===== src/rtl/display_scan_ctrl_pkg.sv =====
// Shared constants, types and helpers for the 4-digit display scan sequencer.
// Edit-field codes and enable-bit positions match the display's mapping.
package display_scan_ctrl_pkg;

  localparam logic [1:0] EDIT_NONE  = 2'b00;
  localparam logic [1:0] EDIT_HOURS = 2'b01;
  localparam logic [1:0] EDIT_MINS  = 2'b10;

  localparam int DIG1_EN = 3;
  localparam int DIG2_EN = 2;
  localparam int DIG3_EN = 1;
  localparam int DIG4_EN = 0;

  localparam logic [1:0] SEL_DIG1 = 2'b00;
  localparam logic [1:0] SEL_DIG4 = 2'b11;

  typedef enum logic {
    PHASE_HIDDEN  = 1'b0,
    PHASE_VISIBLE = 1'b1
  } blink_phase_e;

  // Counter width for a modulo-n counter; never narrower than one bit.
  function automatic int cnt_width(input int n);
    return (n > 1) ? $clog2(n) : 1;
  endfunction

  // Code 2'b11 is treated the same as no edit.
  function automatic logic edit_active(input logic [1:0] field);
    return (field == EDIT_HOURS) || (field == EDIT_MINS);
  endfunction

endpackage


===== src/rtl/display_scan_ctrl_if.sv =====
// Bundle between control_unit/display and the scan sequencer.
// master drives the edit/tick controls and consumes the scan outputs.
interface display_scan_ctrl_if;

  logic [1:0] edit_field;
  logic       blink_restart;
  logic       sec_tick;
  logic [3:0] data_dig1;
  logic [1:0] select;
  logic [3:0] enable_digits;
  logic       enable_dot;

  modport master (
    output edit_field,
    output blink_restart,
    output sec_tick,
    output data_dig1,
    input  select,
    input  enable_digits,
    input  enable_dot
  );

  modport slave (
    input  edit_field,
    input  blink_restart,
    input  sec_tick,
    input  data_dig1,
    output select,
    output enable_digits,
    output enable_dot
  );

endinterface


===== src/rtl/display_scan_ctrl_mod_counter.sv =====
// Modulo-N counter with enable and synchronous clear; clear beats enable.
// o_Wrap flags the enabled terminal count combinationally.
module mod_counter
  import display_scan_ctrl_pkg::*;
#(
  parameter int N = 2
) (
  input  logic                  i_Clk,
  input  logic                  i_Reset,
  input  logic                  i_En,
  input  logic                  i_Clr,
  output logic [cnt_width(N)-1:0] o_Count,
  output logic                  o_Wrap
);

  localparam int W = cnt_width(N);
  localparam logic [W-1:0] LAST = W'(N - 1);

  logic [W-1:0] count_reg;
  logic [W-1:0] count_next;

  assign o_Wrap  = i_En && (count_reg == LAST);
  assign o_Count = count_reg;

  always_comb begin
    count_next = count_reg;
    if (i_Clr) begin
      count_next = '0;
    end else if (i_En) begin
      count_next = o_Wrap ? '0 : count_reg + 1'b1;
    end
  end

  always_ff @(posedge i_Clk) begin
    if (i_Reset) begin
      count_reg <= '0;
    end else begin
      count_reg <= count_next;
    end
  end

endmodule


===== src/rtl/display_scan_ctrl.sv =====
// Time-multiplexed digit scan for a 4-digit 7-segment display: dead time,
// edit-field blinking, tens-of-hours blanking and colon-dot sequencing.
module display_scan_ctrl
  import display_scan_ctrl_pkg::*;
#(
  parameter int SCAN_DIV     = 1000,
  parameter int BLANK_CYC    = 16,
  parameter int BLINK_FRAMES = 64,
  parameter int LZ_SUPPRESS  = 1
) (
  input  logic                 i_Clk,
  input  logic                 i_Reset,
  display_scan_ctrl_if.slave   bus
);

  localparam int SCAN_W  = cnt_width(SCAN_DIV);
  localparam int FRAME_W = cnt_width(BLINK_FRAMES);

  logic [SCAN_W-1:0]  scan_cnt;
  logic               scan_wrap;
  logic [FRAME_W-1:0] frame_cnt;
  logic               frame_en;
  logic               frame_wrap;

  logic [1:0]         sel_reg;
  blink_phase_e       phase_reg;
  logic               dot_reg;

  logic               edit_on;
  logic               in_dead_time;
  logic               lz_blank;
  logic [3:0]         field_hide;

  mod_counter #(.N(SCAN_DIV)) u_scan_cnt (
    .i_Clk   (i_Clk),
    .i_Reset (i_Reset),
    .i_En    (1'b1),
    .i_Clr   (1'b0),
    .o_Count (scan_cnt),
    .o_Wrap  (scan_wrap)
  );

  // A frame ends when the last digit's slot wraps back to Dig1.
  assign frame_en = scan_wrap && (sel_reg == SEL_DIG4);

  mod_counter #(.N(BLINK_FRAMES)) u_frame_cnt (
    .i_Clk   (i_Clk),
    .i_Reset (i_Reset),
    .i_En    (frame_en),
    .i_Clr   (bus.blink_restart),
    .o_Count (frame_cnt),
    .o_Wrap  (frame_wrap)
  );

  assign edit_on = edit_active(bus.edit_field);

  always_ff @(posedge i_Clk) begin
    if (i_Reset) begin
      sel_reg   <= SEL_DIG1;
      phase_reg <= PHASE_VISIBLE;
      dot_reg   <= 1'b0;
    end else begin
      if (scan_wrap) begin
        sel_reg <= sel_reg + 2'd1;
      end
      // A restart press wins over a frame wrap landing on the same clock.
      if (bus.blink_restart) begin
        phase_reg <= PHASE_VISIBLE;
      end else if (frame_wrap) begin
        phase_reg <= (phase_reg == PHASE_VISIBLE) ? PHASE_HIDDEN : PHASE_VISIBLE;
      end
      if (!edit_on && bus.sec_tick) begin
        dot_reg <= ~dot_reg;
      end
    end
  end

  assign in_dead_time = (scan_cnt < SCAN_W'(BLANK_CYC));
  assign lz_blank     = (LZ_SUPPRESS != 0) && (bus.data_dig1 == 4'd0);

  always_comb begin
    field_hide = 4'b0000;
    if (phase_reg == PHASE_HIDDEN) begin
      if (bus.edit_field == EDIT_HOURS) begin
        field_hide[DIG1_EN] = 1'b1;
        field_hide[DIG2_EN] = 1'b1;
      end else if (bus.edit_field == EDIT_MINS) begin
        field_hide[DIG3_EN] = 1'b1;
        field_hide[DIG4_EN] = 1'b1;
      end
    end
  end

  // Per-digit enable: dead time blanks all, then blink and leading-zero masks.
  for (genvar gi = 0; gi < 4; gi++) begin : g_digit_en
    if (gi == DIG1_EN) begin : g_dig1
      assign bus.enable_digits[gi] = !in_dead_time && !field_hide[gi] && !lz_blank;
    end else begin : g_other
      assign bus.enable_digits[gi] = !in_dead_time && !field_hide[gi];
    end
  end

  assign bus.select     = sel_reg;
  assign bus.enable_dot = edit_on ? 1'b1 : dot_reg;

endmodule


===== src/flat_wrapper.sv =====
// flat-port wrapper written by rule: the top's interface ports become plain ports
module display_scan_ctrl_flat import display_scan_ctrl_pkg::*;
#(
  parameter int SCAN_DIV     = 1000,
  parameter int BLANK_CYC    = 16,
  parameter int BLINK_FRAMES = 64,
  parameter int LZ_SUPPRESS  = 1
)
  (i_Clk, i_Reset, bus_edit_field, bus_blink_restart, bus_sec_tick, bus_data_dig1, bus_select, bus_enable_digits, bus_enable_dot);
  display_scan_ctrl_if bus_i ();
  input  logic i_Clk;
  input  logic i_Reset;
  input wire logic [$bits(bus_i.edit_field)-1:0] bus_edit_field;
  input wire logic [$bits(bus_i.blink_restart)-1:0] bus_blink_restart;
  input wire logic [$bits(bus_i.sec_tick)-1:0] bus_sec_tick;
  input wire logic [$bits(bus_i.data_dig1)-1:0] bus_data_dig1;
  output wire logic [$bits(bus_i.select)-1:0] bus_select;
  output wire logic [$bits(bus_i.enable_digits)-1:0] bus_enable_digits;
  output wire logic [$bits(bus_i.enable_dot)-1:0] bus_enable_dot;
  assign bus_i.edit_field = bus_edit_field;
  assign bus_i.blink_restart = bus_blink_restart;
  assign bus_i.sec_tick = bus_sec_tick;
  assign bus_i.data_dig1 = bus_data_dig1;
  assign bus_select = bus_i.select;
  assign bus_enable_digits = bus_i.enable_digits;
  assign bus_enable_dot = bus_i.enable_dot;
  display_scan_ctrl #(.SCAN_DIV(SCAN_DIV), .BLANK_CYC(BLANK_CYC), .BLINK_FRAMES(BLINK_FRAMES), .LZ_SUPPRESS(LZ_SUPPRESS)) u_core (.i_Clk(i_Clk), .i_Reset(i_Reset), .bus(bus_i));
endmodule

===== config.mk =====
export PLATFORM = sky130hd
export DESIGN_NAME = display_scan_ctrl_flat
export DESIGN_NICKNAME = d
export VERILOG_FILES = /design/src/rtl/display_scan_ctrl_pkg.sv /design/src/rtl/display_scan_ctrl_if.sv /design/src/rtl/display_scan_ctrl_mod_counter.sv /design/src/rtl/display_scan_ctrl.sv /design/src/flat_wrapper.sv
export SDC_FILE = /design/constraint.sdc
export NUM_CORES = 1
export LEC_CHECK = 0
export ABC_AREA = 1
export CORE_MARGIN = 2
export CORE_UTILIZATION = 57
export DETAILED_ROUTE_END_ITERATION = 6
export PLACE_DENSITY_LB_ADDON = 0.25
export SETUP_SLACK_MARGIN = 0.2
export SYNTH_ARGS = -nofsm -noshare
export SYNTH_HDL_FRONTEND = slang
export SYNTH_HIERARCHICAL = 1
export SYNTH_SLANG_ARGS = --single-unit

===== constraint.sdc =====
create_clock -name i_Clk -period 3.9 [get_ports i_Clk]
set_input_delay 0.78 -clock i_Clk [delete_from_list [all_inputs] [get_ports i_Clk]]
set_output_delay 0.78 -clock i_Clk [all_outputs]
set_load 0.02 [all_outputs]

# Word level (Yosys, flattened, before mapping)
# Index checks and enable logic that the tools add are counted.
# totals
reg_bits	20
in_bits	10
out_inout_bits	7
wordCells	41
# classes
addsub	3
order_cmp	1
n_eq_ne	5
mux	7
bitwise	1
n_reduce_logical	19
# ops
operator	n
adder 10 x 1 -> 10 bit, second input constant	1
== test 10 bit, second input constant	1
< comparator 10 x 5 -> 1 bit, second input constant	1
logical AND 1 bit	8
logical NOT 1 bit	7
adder 6 x 1 -> 6 bit, second input constant	1
== test 6 bit, second input constant	1
two-way mux 2 bit	3
two-way mux 6 bit	1
== test 2 bit, second input constant	2
logical NOT 4 bit	1
two-way mux 4 bit	1
OR reduction 2 bit	2
adder 2 x 1 -> 2 bit, second input constant	1
== test 2 x 1 -> 1 bit, second input constant	1
two-way mux 1 bit	2
logical OR 1 bit	1
inverter 1 bit	1

# Logic depth before layout (Yosys ltp)
# Gate-level depths: netlist of the first run.
# depth
depth_word	7
depth_mapped	12
ltp_nobuf	12

# Modules after synthesis
# Netlist of the first run, hierarchy kept.
# modules_own_cells
module	n_inst	cells_per_inst	area_each_um2	seq_area_each_um2
mod_counter (u_core.u_scan_cnt)	1	76	564.3	200.2
mod_counter (u_core.u_frame_cnt)	1	45	311.5	120.1
display_scan_ctrl	1	43	277.8	80.1

# Worst setup path after synthesis of the first run
# No wires, ideal clock.
# synth_path
path_type	input port to output port
start	in bus_edit_field[0]
end	out bus_enable_digits[1]
arrival_ns	1.405
required_ns	3.120
setup_slack_ns	1.715
stages	6
n_path_buf	1
path_cell_list	inv_1 ha_1 nand2_1 nand2_1 inv_1 buf_4
# synth_via
elab_chain_cells	6
word_cells_on_any_way	7
classes_between	eq/ne: 2; mux: 3; reduce/logical: 2
# synth_rtl
element	line_no	rtl
start, declared	flat_wrapper.sv:13	input wire logic [$bits(bus_i.edit_field)-1:0] bus_edit_field;
== test 2 bit	display_scan_ctrl.sv:87	end else if (bus.edit_field == EDIT_MINS) begin
two-way mux 2 bit	display_scan_ctrl.sv:87	
two-way mux 2 bit (*)	display_scan_ctrl.sv:84	if (bus.edit_field == EDIT_HOURS) begin
two-way mux 4 bit (*)	display_scan_ctrl.sv:83	if (phase_reg == PHASE_HIDDEN) begin
logical NOT 1 bit (*)	display_scan_ctrl.sv:99	assign bus.enable_digits[gi] = !in_dead_time && !field_hide[gi];
logical AND 1 bit (*)	display_scan_ctrl.sv:99	
end, declared	flat_wrapper.sv:18	output wire logic [$bits(bus_i.enable_digits)-1:0] bus_enable_digits;
# Mark *: on every way between the ends. The rest lies on a longest branch, timed or not.

# Worst setup path in the final report of the first run
# layout_path
start	in bus_edit_field[0]
end	out bus_enable_digits[0]
# The elaborated chain is that of the path after synthesis.

==> metrics.md, run 1 <==
| Metric | Value |
|---|---|
| Layout area overhead | 20.1% |
| Overall Global Routing Usage | 21.1% |
| Syn nets | 179 |
| Final-layout fill cell count | between 150 and 200 |
| DRC | 0 |
| Crit path max fanout | 2 |
| CTS Root Cell | clkbuf_4 |
| CP Launch Point | bus_edit_field[0] |
| Routability cong. | roughly 0.88 |
| Count of buffers from port buffering | 16 |
| Layout cells sized above 1 | roughly 14% |
| Reg2reg setup slack | 1.62 ns |
| Most common cell in the netlist | nand2_1 |
| Synth top area cells | dfxtp_1 35%, nand2_1 11%, nor2_1 6.8%, inv_1 6.5%, nand3_1 5.6% |
| Nets | roughly 200 |
| I/O pins | 17 |
| Core area | 1940 sq um |
| Unrepaired setup endpoints after global routing | no |
| Post-synth top area share | 34.7% |
| Hold path startpoint | u_core/u_frame_cnt/o_Count[1]$_SDFFE_PP0P_ |
| Sequential fraction of the synthesis area | a little over a third |
| Chip Height | ~49 um |
| Final setup violation count | 0 |
| Post-synth top flop | dfxtp_1 |
| Initial antenna violation count | 0 |
| Largest net degree at the start of global routing | 13 |
| Grt ovf | 0 |
| Final slew viol count | 0 |
| Hold-fix buffers at CTS | 0 |
| Mapped Cells | about 160 |
| Die area | ~2400 sq um |
| Worst-margin pin slew | 0.695 ns |
| Starting Density | between 50 and 60% |
| Worst path arrival time | between 2 and 2.5 ns |
| Crit path kind | input port to output pin |
| Vias in the first global route | approximately 990 |
| DR iter-0 viols | 19 |
| HPWL Detailed | between 1500 and 2000 um |
| DRT Wirelength | 2220 um |
| Drt via density | roughly 5 |
| Post-route ant nets | 0 |
| CP startpoint kind | input port |
| Setup TNS | 0 ns |
| Clk pin slew, worst setup/hold paths | between 0.1 and 0.15 ns |
| Power Dens Cells | ~300 nW/um^2 |
| Yosys Warn Count | 6 |
| H-tree lvl count | 1 |
| Minimum clock period | between 3 and 4 ns |
| Avg Synthesized Cell Area | approximately 7 sq um |
| Cell area after synthesis | 1150 sq um |
| CP required | 3.12 ns |
| Number of diodes | 0 |
| Type of the most critical hold path | register to register |
| Vias | 1047 |
| Status | finished clean |
| Setup crit end kind | output pin |
| Maximum buffer depth of the clock tree | 2 |
| Setup WS pre-CTS | 0.823 ns |
| Worst rel slew slack | a little over half |
| Max_cap viols | 0 |
| Post-CTS Setup Inserts | 0 |
| Flops & latches, synth | 20 |
| Max VDD drop | ~220 uV |
| Largest area contributor in the netlist | dfxtp_1 |
| Distinct cells, synth | 27 |
| Max FFs per register | 10 |
| Inserted Clock Buffers | 3 |
| Clk Latency, worst-skew pair | a little over 0.3 ns |
| Post-cts sizing count | 0 |
| Final Cycle Share | between 70% and 80% |
| CTS tree | done |
| Final hold viol count | 0 |
| Critical R2R Launch | u_core/u_scan_cnt/o_Count[1]$_SDFFE_PP0P_ |
| Post-synth EDFFs | 0 |
| Row cnt | 16 |
| Post-synth top cells | 33 x nand2_1, 21 x nor2_1, 20 x dfxtp_1, 20 x inv_1, 13 x nand3_1 |
| Global-route wire length before repair | approximately 3900 um |
| DRT Pass-1 Iters | 4 |
| Wire length per cell | approximately 11 um |
| P_leak | between 0.5 and 0.6 nW |
| Setup ws final | roughly 0.84 ns |
| FFs w/ async S/R, synth | 0% |
| Die Width | just under 50 um |
| Clock sink count | 20 |
| Fmax | approximately 330 MHz |
| Max Clock Skew | approximately 0.0055 ns |
## cell families after synthesis
group	count (synthesis)	synth area share, %
AO/OA/AOI/OAI	16	8.68
XOR/XNOR	3	2.28
adder cells (fa/ha/maj)	5	5.42
buffers and inverters	27	9.43
flip-flops	20	34.7
other	2	0.651
AND/OR/NAND/NOR	91	38.8
## cells in the final DEF (no fill, tap or decap)
cell,count
o21bai_2,2
nor2_1,21
nand2_2,2
nand3_2,5
nor3_1,3
xnor2_1,2
dfxtp_1,20
inv_2,4
nand4_1,1
bufinv_16,1
nor4_1,1
and2_0,1
o21ai_1,2
xor2_1,1
a21oi_1,9
clkdlybuf4s50_1,16
nand2_4,1
a211oi_1,1
nand3_1,13
clkinv_1,1
or2_1,2
nor2_4,2
ha_1,5
inv_1,20
nor2_2,6
o21bai_1,2
clkbuf_4,3
conb_1,2
nand2_1,33
## final timing paths
kind                                                     end  cells after the start
hold / removal    u_core/u_frame_cnt/o_Count[1]$_SDFFE_PP0P_                      2
setup reg to reg               u_core/phase_reg$_SDFFE_PP1P_                     11
hold reg to reg   u_core/u_frame_cnt/o_Count[1]$_SDFFE_PP0P_                      2
setup / recovery                        bus_enable_digits[0]                      7
## where the power goes
part | internal, W | switching (W)
registers | 0.000206 | 0.00000109
logic | 0.0000158 | 0.0000160
clock network | 0.000104 | 0.0000676
## critical path: stages
cell,delay (ns)
clkdlybuf4s50_1,0.48
inv_1,0.05
ha_1,0.19
nand2_1,0.06
nand2_1,0.05
inv_1,0.07
clkdlybuf4s50_1,0.60
## per-layer routing
layer	GRT usage (%)	wire length (um)	up-vias
met5	0	0	-
met4	8.57	29	0
met3	5.21	112	4
met2	39.3	1150	22
met1	22.4	931	472
li1	-	-	549
## per-stage QoR
| stage | instance area [sq um] | total power [W] | hold WS, ns | std cells | util (%) |
|---|---|---|---|---|---|
| 3_3_place_gp | 1330 | 0.000242 | 0.460 | 205 | 68.6 |
| 4_1_cts | 1390 | 0.000415 | 0.504 | 209 | 71.3 |
| 6_report | 1390 | 0.000410 | 0.496 | 209 | 71.3 |
| 3_5_place_dp | 1330 | 0.000243 | 0.485 | 205 | 68.6 |
| 5_1_grt | 1390 | 0.000425 | 0.526 | 209 | 71.3 |
| 2_1_floorplan | 1150 | 0.000228 | 0.448 | 164 | - |
## final cells by class
cell class / count / area (sq um) / share of cell area (%)
clock buffers: 3 / 22.5 / 1.63
clock inverters: 1 / 30.0 / 2.17
inverters: 25 / 93.8 / 6.78
multi-input cells: 117 / 644 / 46.5
flip-flops and latches: 20 / 400 / 28.9
well taps: 27 / 33.8 / 2.44
repair buffers: 16 / 160 / 11.6
No activity file was read; power rests on OpenSTA's default activity.
==> run 2, diff against run 1 <==
- CORE_UTILIZATION: 57 -> 53
- clock period: 3.9 -> 3.2 ns (I/O delays scaled with it)
==> run 2 against run 1 <==
Net effect: first-iteration DRC count unchanged; via count fell by 3.1%; global-route usage fell by 2.0 points; combinational power increased by 20%; sequential cell count unchanged; total power shrank 1.9%; highest routed layer unchanged.
==> metrics.md, run 2 (synthesis gave the netlist of run 1 again) <==
| Metric | Value |
|---|---|
| Status | finished clean |
| Final slew viol count | 0 (unchanged) |
| Layout area overhead | 17.5% |
| Global-route wire length before repair | 3840 um (-2.3%) |
| Grt ovf | 0 (unchanged) |
| Final-layout fill cell count | 175 (+8.7%) |
| Clock sink count | 20 (unchanged) |
| Power Dens Cells | 297 nW/um^2 (+0.24%) |
| Max Clock Skew | 0.00172 ns (-0.00377 ns) |
| Inserted Clock Buffers | 3 (unchanged) |
| Comb power frac | 9.5% (+1.8 points) |
| DRC | 0 (unchanged) |
| Clk pin slew, worst setup/hold paths | 0.10 ns (about the same) |
| Finished Core Util | 67.7% (-3.6 points) |
| Tot Pwr | 0.000402 W (-1.9%) |
| Worst path cell trace | clkdlybuf4s50_1 -> inv_1 -> ha_1 -> nand2_1 -> nand2_1 -> nor2_1 -> clkdlybuf4s50_1 |
| Worst rel slew slack | 51.6% (-1.6 points) |
| Setup TNS | 0 ns (unchanged) |
| Routability cong. | 0.833 (-5.9%) |
| Nets | 198 (unchanged) |
| Sw frac | 22.0% (+1.4 points) |
| Worst path max stage delay | 0.60 ns (about the same) |
| Core area | 2000 sq um (+3.1%) |
| DRT Wirelength | 2090 um (-5.9%) |
| Layout cells sized above 1 | 13.8% (-0.47 points) |
| CP startpoint kind | input port |
| DR iter-0 viols | 19 (unchanged) |
| Crit path max fanout | 2 (unchanged) |
| Vias in the first global route | 971 (-2.0%) |
| Clk Latency, worst-skew pair | 0.28 ns (-0.03 ns) |
| Final hold viol count | 0 (unchanged) |
| Initial antenna violation count | 0 (unchanged) |
| Cell internal pwr | 0.000314 W (-3.6%) |
| Worst path arrival time | 2.13 ns (-0.15 ns) |
| Vias | 1015 (-3.1%) |
| Maximum buffer depth of the clock tree | 2 (unchanged) |
| Worst-margin pin slew | 0.719 ns (+0.0236 ns) |
| Starting Density | 57.6% (-1.8 points) |
| Max FFs per register | 10 (unchanged) |
| H-tree lvl count | 1 (unchanged) |
| Die area | 2570 sq um (+6.9%) |
| P_leak | 0.558 nW (-2.5%) |
| CTS tree | done |
| Max VDD drop | 270 uV (+23%) |
| Setup crit end kind | output pin |
| Overall Global Routing Usage | 19.0% (-2.0 points) |
| DP Area | 1330 sq um (unchanged) |
| HPWL Detailed | 1730 um (about the same) |
| Final setup violation count | 0 (unchanged) |
| Die Width | 50.7 um (+3.4%) |
| Post-CTS Setup Inserts | 0 (unchanged) |
| Unrepaired setup endpoints after global routing | no |
| Crit path kind | input port to output pin |
| Type of the most critical hold path | register to register |
| Final cell count without fillers | 208 (-0.48%) |
| Number of diodes | 0 (unchanged) |
| Largest net degree at the start of global routing | 11 (-2) |
| Count of buffers from port buffering | 16 (unchanged) |
| Slowest CP cell | clkdlybuf4s50_1 |
| Switching power | 0.0000885 W (+4.5%) |
| Placed insts | 205 (unchanged) |
| Final Cycle Share | around 87% |
| Fmax | ~360 MHz |
| Row cnt | 16 (unchanged) |
| Clock power share | 27.8% (-14 points) |
| Max_cap viols | 0 (unchanged) |
| Chip Height | 50.7 um (+3.4%) |
| CP required | 2.56 ns (-0.56 ns) |
| Minimum clock period | roughly 2.8 ns |
| DRT Pass-1 Iters | 4 (unchanged) |
| CTS Root Cell | clkbuf_4 |
| Final Cell Area | 1360 sq um (-2.2%) |
| Post-route ant nets | 0 (unchanged) |
| Post-cts sizing count | 0 (unchanged) |
| Sequential share of power | 62.6% (+12 points) |
| Most common cell after layout, fill and taps aside | nand2_1 |
| I/O pins | 17 (unchanged) |
| Drt via density | 4.88 (-2.6%) |
| Wire length per cell | 10.0 um (-5.4%) |
| Hold-fix buffers at CTS | 0 (unchanged) |
| Most frequent cells in the layout | 33 x nand2_1, 21 x nor2_1, 20 x inv_1, 20 x dfxtp_1, 16 x clkdlybuf4s50_1 |
-- run 2: final timing paths --
kind | from | end | slack (ns) | depth (start not counted)
max | bus_edit_field[1] | bus_enable_digits[3] | 0.43 | 7
min | u_core/dot_reg$_SDFFE_PP0P_ | u_core/dot_reg$_SDFFE_PP0P_ | 0.48 | 2
min reg2reg | u_core/dot_reg$_SDFFE_PP0P_ | u_core/dot_reg$_SDFFE_PP0P_ | 0.48 | 2
max reg2reg | u_core/u_scan_cnt/o_Count[1]$_SDFFE_PP0P_ | u_core/phase_reg$_SDFFE_PP1P_ | 0.90 | 11
-- run 2: power by group through the flow --
stage               sequential, W  combinational, W  clock, W
finish                   0.000252         0.0000383  0.000112
detailed placement       0.000258         0.0000381         0
floorplan                0.000257         0.0000206         0
CTS                      0.000252         0.0000383  0.000119
global placement         0.000258         0.0000372         0
global route             0.000252         0.0000432  0.000127
-- run 2: area by class of cell --
cell class	instances	area, sq um	area share [%]
clock buffer	3	22.5	1.66
inverter	25	93.8	6.93
multi-input combinational	117	644	47.6
sequential	20	400	29.5
tap	27	33.8	2.49
timing repair buffer	16	160	11.8
-- run 2: routing by layer --
metal | vias up | track usage (%) | part of all wire [%]
li1 | 545 | - | -
met5 | - | 0 | 0
met3 | 2 | 2.98 | 1.6
met2 | 6 | 36.4 | 53
met4 | 0 | 6.31 | 0.67
met1 | 462 | 21.0 | 44
-- run 2: critical path, delay by kind of cell --
family / cells / cell delay (ns)
adder cells (fa/ha/maj): 1 / 0.17
buffers and inverters: 3 / 1.13
AND/OR/NAND/NOR: 3 / 0.20
-- run 2: metrics by stage --
step / hold slack, ns / setup slack (ns)
detailed placement: 0.469 / 0.414
global route: 0.521 / 0.281
floorplan: 0.448 / 1.24
global placement: 0.462 / 0.438
CTS: 0.486 / 0.417
finish: 0.481 / 0.426
==> run 3, diff against run 2 <==
==> constraint.sdc (replaced) <==
create_clock -name i_Clk -period 3.2 [get_ports i_Clk]
set_input_delay 0.32 -clock i_Clk [delete_from_list [all_inputs] [get_ports i_Clk]]
set_output_delay 0.32 -clock i_Clk [all_outputs]
set_load 0.02 [all_outputs]
==> run 3 against run 2 <==
Net effect: critical path type is now register to register; sequential cell count is the same; utilization grew 1.5 points; via count grew 1.8%; sequential power is essentially flat; non-clock buffer count is the same; worst setup slack gained 0.52 ns; total power grew 24%; sequential share of layout area shrank 0.64 points; global-route usage grew 0.76 points; first-iteration DRC count grew 84%; largest cell class unchanged; cell count grew 0.48%.
==> metrics.md, run 3 (synthesis gave the netlist of run 1 again) <==
| Metric | Value |
|---|---|
| Largest delay share family, worst path | simple AND/OR/NAND/NOR gates |
| DP Area | 1330 sq um (unchanged) |
| Overall Global Routing Usage | 19.8% (+0.76 points) |
| Post-route ant nets | 0 (unchanged) |
| Met3 Routed Length | 49 um (+48%) |
| Vias | 1033 (+1.8%) |
| Worst path max stage delay | 0.59 ns (about the same) |
| Count of buffers from port buffering | 16 (unchanged) |
| Min-Delay Endpoint | u_core/dot_reg$_SDFFE_PP0P_ |
| Global-route wire length before repair | 3870 um (+0.70%) |
| Core area | 2000 sq um (unchanged) |
| Worst-margin pin slew | 0.665 ns (-0.0536 ns) |
| DRT Pass-1 Iters | 4 (unchanged) |
| Vias in the first global route | 991 (+2.1%) |
| Worst path bufs/invs | 3 (unchanged) |
| Final Cycle Share | 70.4% (-16 points) |
| Maximum buffer depth of the clock tree | 2 (unchanged) |
| Clock sink count | 20 (unchanged) |
| DRC | 0 (unchanged) |
| Most frequent cells in the layout | 33 x nand2_1, 21 x nor2_1, 20 x inv_1, 20 x dfxtp_1, 16 x clkdlybuf4s50_1 |
| Max Clock Skew | 0.00323 ns (+0.00151 ns) |
| FF-to-FF path depth | 11 (unchanged) |
| Final slew viol count | 0 (unchanged) |
| Starting Density | 57.6% (unchanged) |
| CP required | 3.40 ns (+0.84 ns) |
| Hold path startpoint | u_core/dot_reg$_SDFFE_PP0P_ |
| Layout cells sized above 1 | 14.3% (+0.47 points) |
| Reg2reg setup slack | 0.95 ns (+0.05 ns) |
| Wire length per cell | 11.0 um (+9.3%) |
| Die Width | 50.7 um (unchanged) |
| CTS Root Cell | clkbuf_4 |
| Status | finished clean |
| Clk Latency, worst-skew pair | 0.30 ns (+0.02 ns) |
| Crit path kind | register to register |
| Row cnt | 16 (unchanged) |
| Fmax | 444 MHz (+23%) |
| Worst path cell trace | ha_1 -> nand2_1 -> nor4_1 -> nand2_1 -> inv_1 -> inv_2 -> nor2_4 -> nand3_2 -> inv_1 -> or2_1 -> nand3_1 |
| Hold depth | 2 (unchanged) |
| Grt ovf | 0 (unchanged) |
| Met1 WL | 955 um (+3.4%) |
| Met2 routed WL | 1270 um (+14%) |
| Power Dens Cells | 359 nW/um^2 (+21%) |
| Max_cap viols | 0 (unchanged) |
| Die area | 2570 sq um (unchanged) |
| Most common cell after layout, fill and taps aside | nand2_1 |
| DR iter-0 viols | 35 (+16) |
| Post-CTS Setup Inserts | 0 (unchanged) |
| Initial antenna violation count | 0 (unchanged) |
| I/O pins | 17 (unchanged) |
| Drt via density | 4.94 (+1.3%) |
| Setup crit end kind | register |
| Number of diodes | 0 (unchanged) |
| Clk pin slew, worst setup/hold paths | 0.11 ns (about the same) |
| Worst rel slew slack | 55.3% (+3.6 points) |
| Routability cong. | 0.818 (-1.7%) |
| Final setup violation count | 0 (unchanged) |
| H-tree lvl count | 1 (unchanged) |
| Worst reg2reg path endpoint | u_core/phase_reg$_SDFFE_PP1P_ |
| P_leak | 0.572 nW (+2.5%) |
| Layout area overhead | 20.1% |
| Setup ws final | 0.949 ns (+0.523 ns) |
| DRT Wirelength | 2290 um (+9.8%) |
| HPWL Detailed | 1830 um (+5.7%) |
| Post-cts sizing count | 0 (unchanged) |
| Max VDD drop | 229 uV (-15%) |
| Final hold viol count | 0 (unchanged) |
| Inserted Clock Buffers | 3 (unchanged) |
| Worst path arrival time | 2.45 ns (+0.32 ns) |
| Max FFs per register | 10 (unchanged) |
| Nets | 198 (unchanged) |
| CTS tree | done |
| Largest net degree at the start of global routing | 13 (+2) |
| Uppermost routed layer | met4 |
| Slowest CP cell | nor4_1 |
| Minimum clock period | 2.25 ns (-0.523 ns) |
| Setup WS pre-CTS | 1.00 ns (+0.588 ns) |
| Final Cell Area | 1390 sq um (+2.2%) |
| Critical R2R Launch | u_core/u_scan_cnt/o_Count[1]$_SDFFE_PP0P_ |
| CP startpoint kind | register |
| Unrepaired setup endpoints after global routing | no |
| Type of the most critical hold path | register to register |
| Hold-fix buffers at CTS | 0 (unchanged) |
| Chip Height | 50.7 um (unchanged) |
| Setup TNS | 0 ns (unchanged) |
| Crit path max fanout | 4 (+2) |
==> run 3: how the worst max path moves through the flow <==
stage / startpoint / end / slack (ns) / cells after the start
2_1_floorplan: u_core/u_scan_cnt/o_Count[0]$_SDFFE_PP0P_ / u_core/phase_reg$_SDFFE_PP1P_ / 1.24 / 11
3_3_place_gp: bus_edit_field[1] / bus_enable_digits[3] / 1.06 / 7
3_5_place_dp: u_core/u_scan_cnt/o_Count[1]$_SDFFE_PP0P_ / u_core/phase_reg$_SDFFE_PP1P_ / 1.00 / 11
4_1_cts: u_core/u_scan_cnt/o_Count[1]$_SDFFE_PP0P_ / u_core/phase_reg$_SDFFE_PP1P_ / 0.96 / 11
5_1_grt: u_core/u_scan_cnt/o_Count[1]$_SDFFE_PP0P_ / u_core/phase_reg$_SDFFE_PP1P_ / 0.74 / 11
6_report: u_core/u_scan_cnt/o_Count[1]$_SDFFE_PP0P_ / u_core/phase_reg$_SDFFE_PP1P_ / 0.95 / 11
==> run 3: power by group <==
group | leakage (nW) | total, W | switching [W] | internal [W]
Combinational | 0.383 | 0.0000392 | 0.0000198 | 0.0000194
Sequential | 0.161 | 0.000252 | 0.00000115 | 0.000251
Clock | 0.0279 | 0.000206 | 0.0000789 | 0.000127
Total | 0.572 | 0.000497 | 0.0000999 | 0.000397
==> run 3: stage by stage <==
stage	hold slack [ns]	utilization, %	cells	total power [W]
5_1_grt	0.532	69.2	209	0.000514
4_1_cts	0.485	69.2	209	0.000500
6_report	0.483	69.2	209	0.000497
2_1_floorplan	0.392	-	164	0.000278
3_3_place_gp	0.460	66.6	205	0.000295
3_5_place_dp	0.469	66.6	205	0.000296
==> run 3: worst min-delay path, stage by stage (launching register included) <==
cell and delay, ns:
dfxtp_1 0.31, inv_1 0.07, a21oi_1 0.06
==> run 3: per-layer routing <==
| layer | up-vias | track usage (%) |
|---|---|---|
| li1 | 548 | - |
| met1 | 473 | 19.4 |
| met2 | 9 | 39.7 |
| met3 | 3 | 3.87 |
| met4 | 0 | 7.66 |
| met5 | - | 0 |
==> run 3: final cells by class <==
class / instances / area (sq um)
Fill cell: 187 / 617
Inverter: 25 / 93.8
Multi-Input combinational cell: 117 / 644
Timing Repair Buffer: 16 / 160
Clock inverter: 1 / 30.0
Clock buffer: 3 / 22.5
Sequential cell: 20 / 400
Tap cell: 27 / 33.8
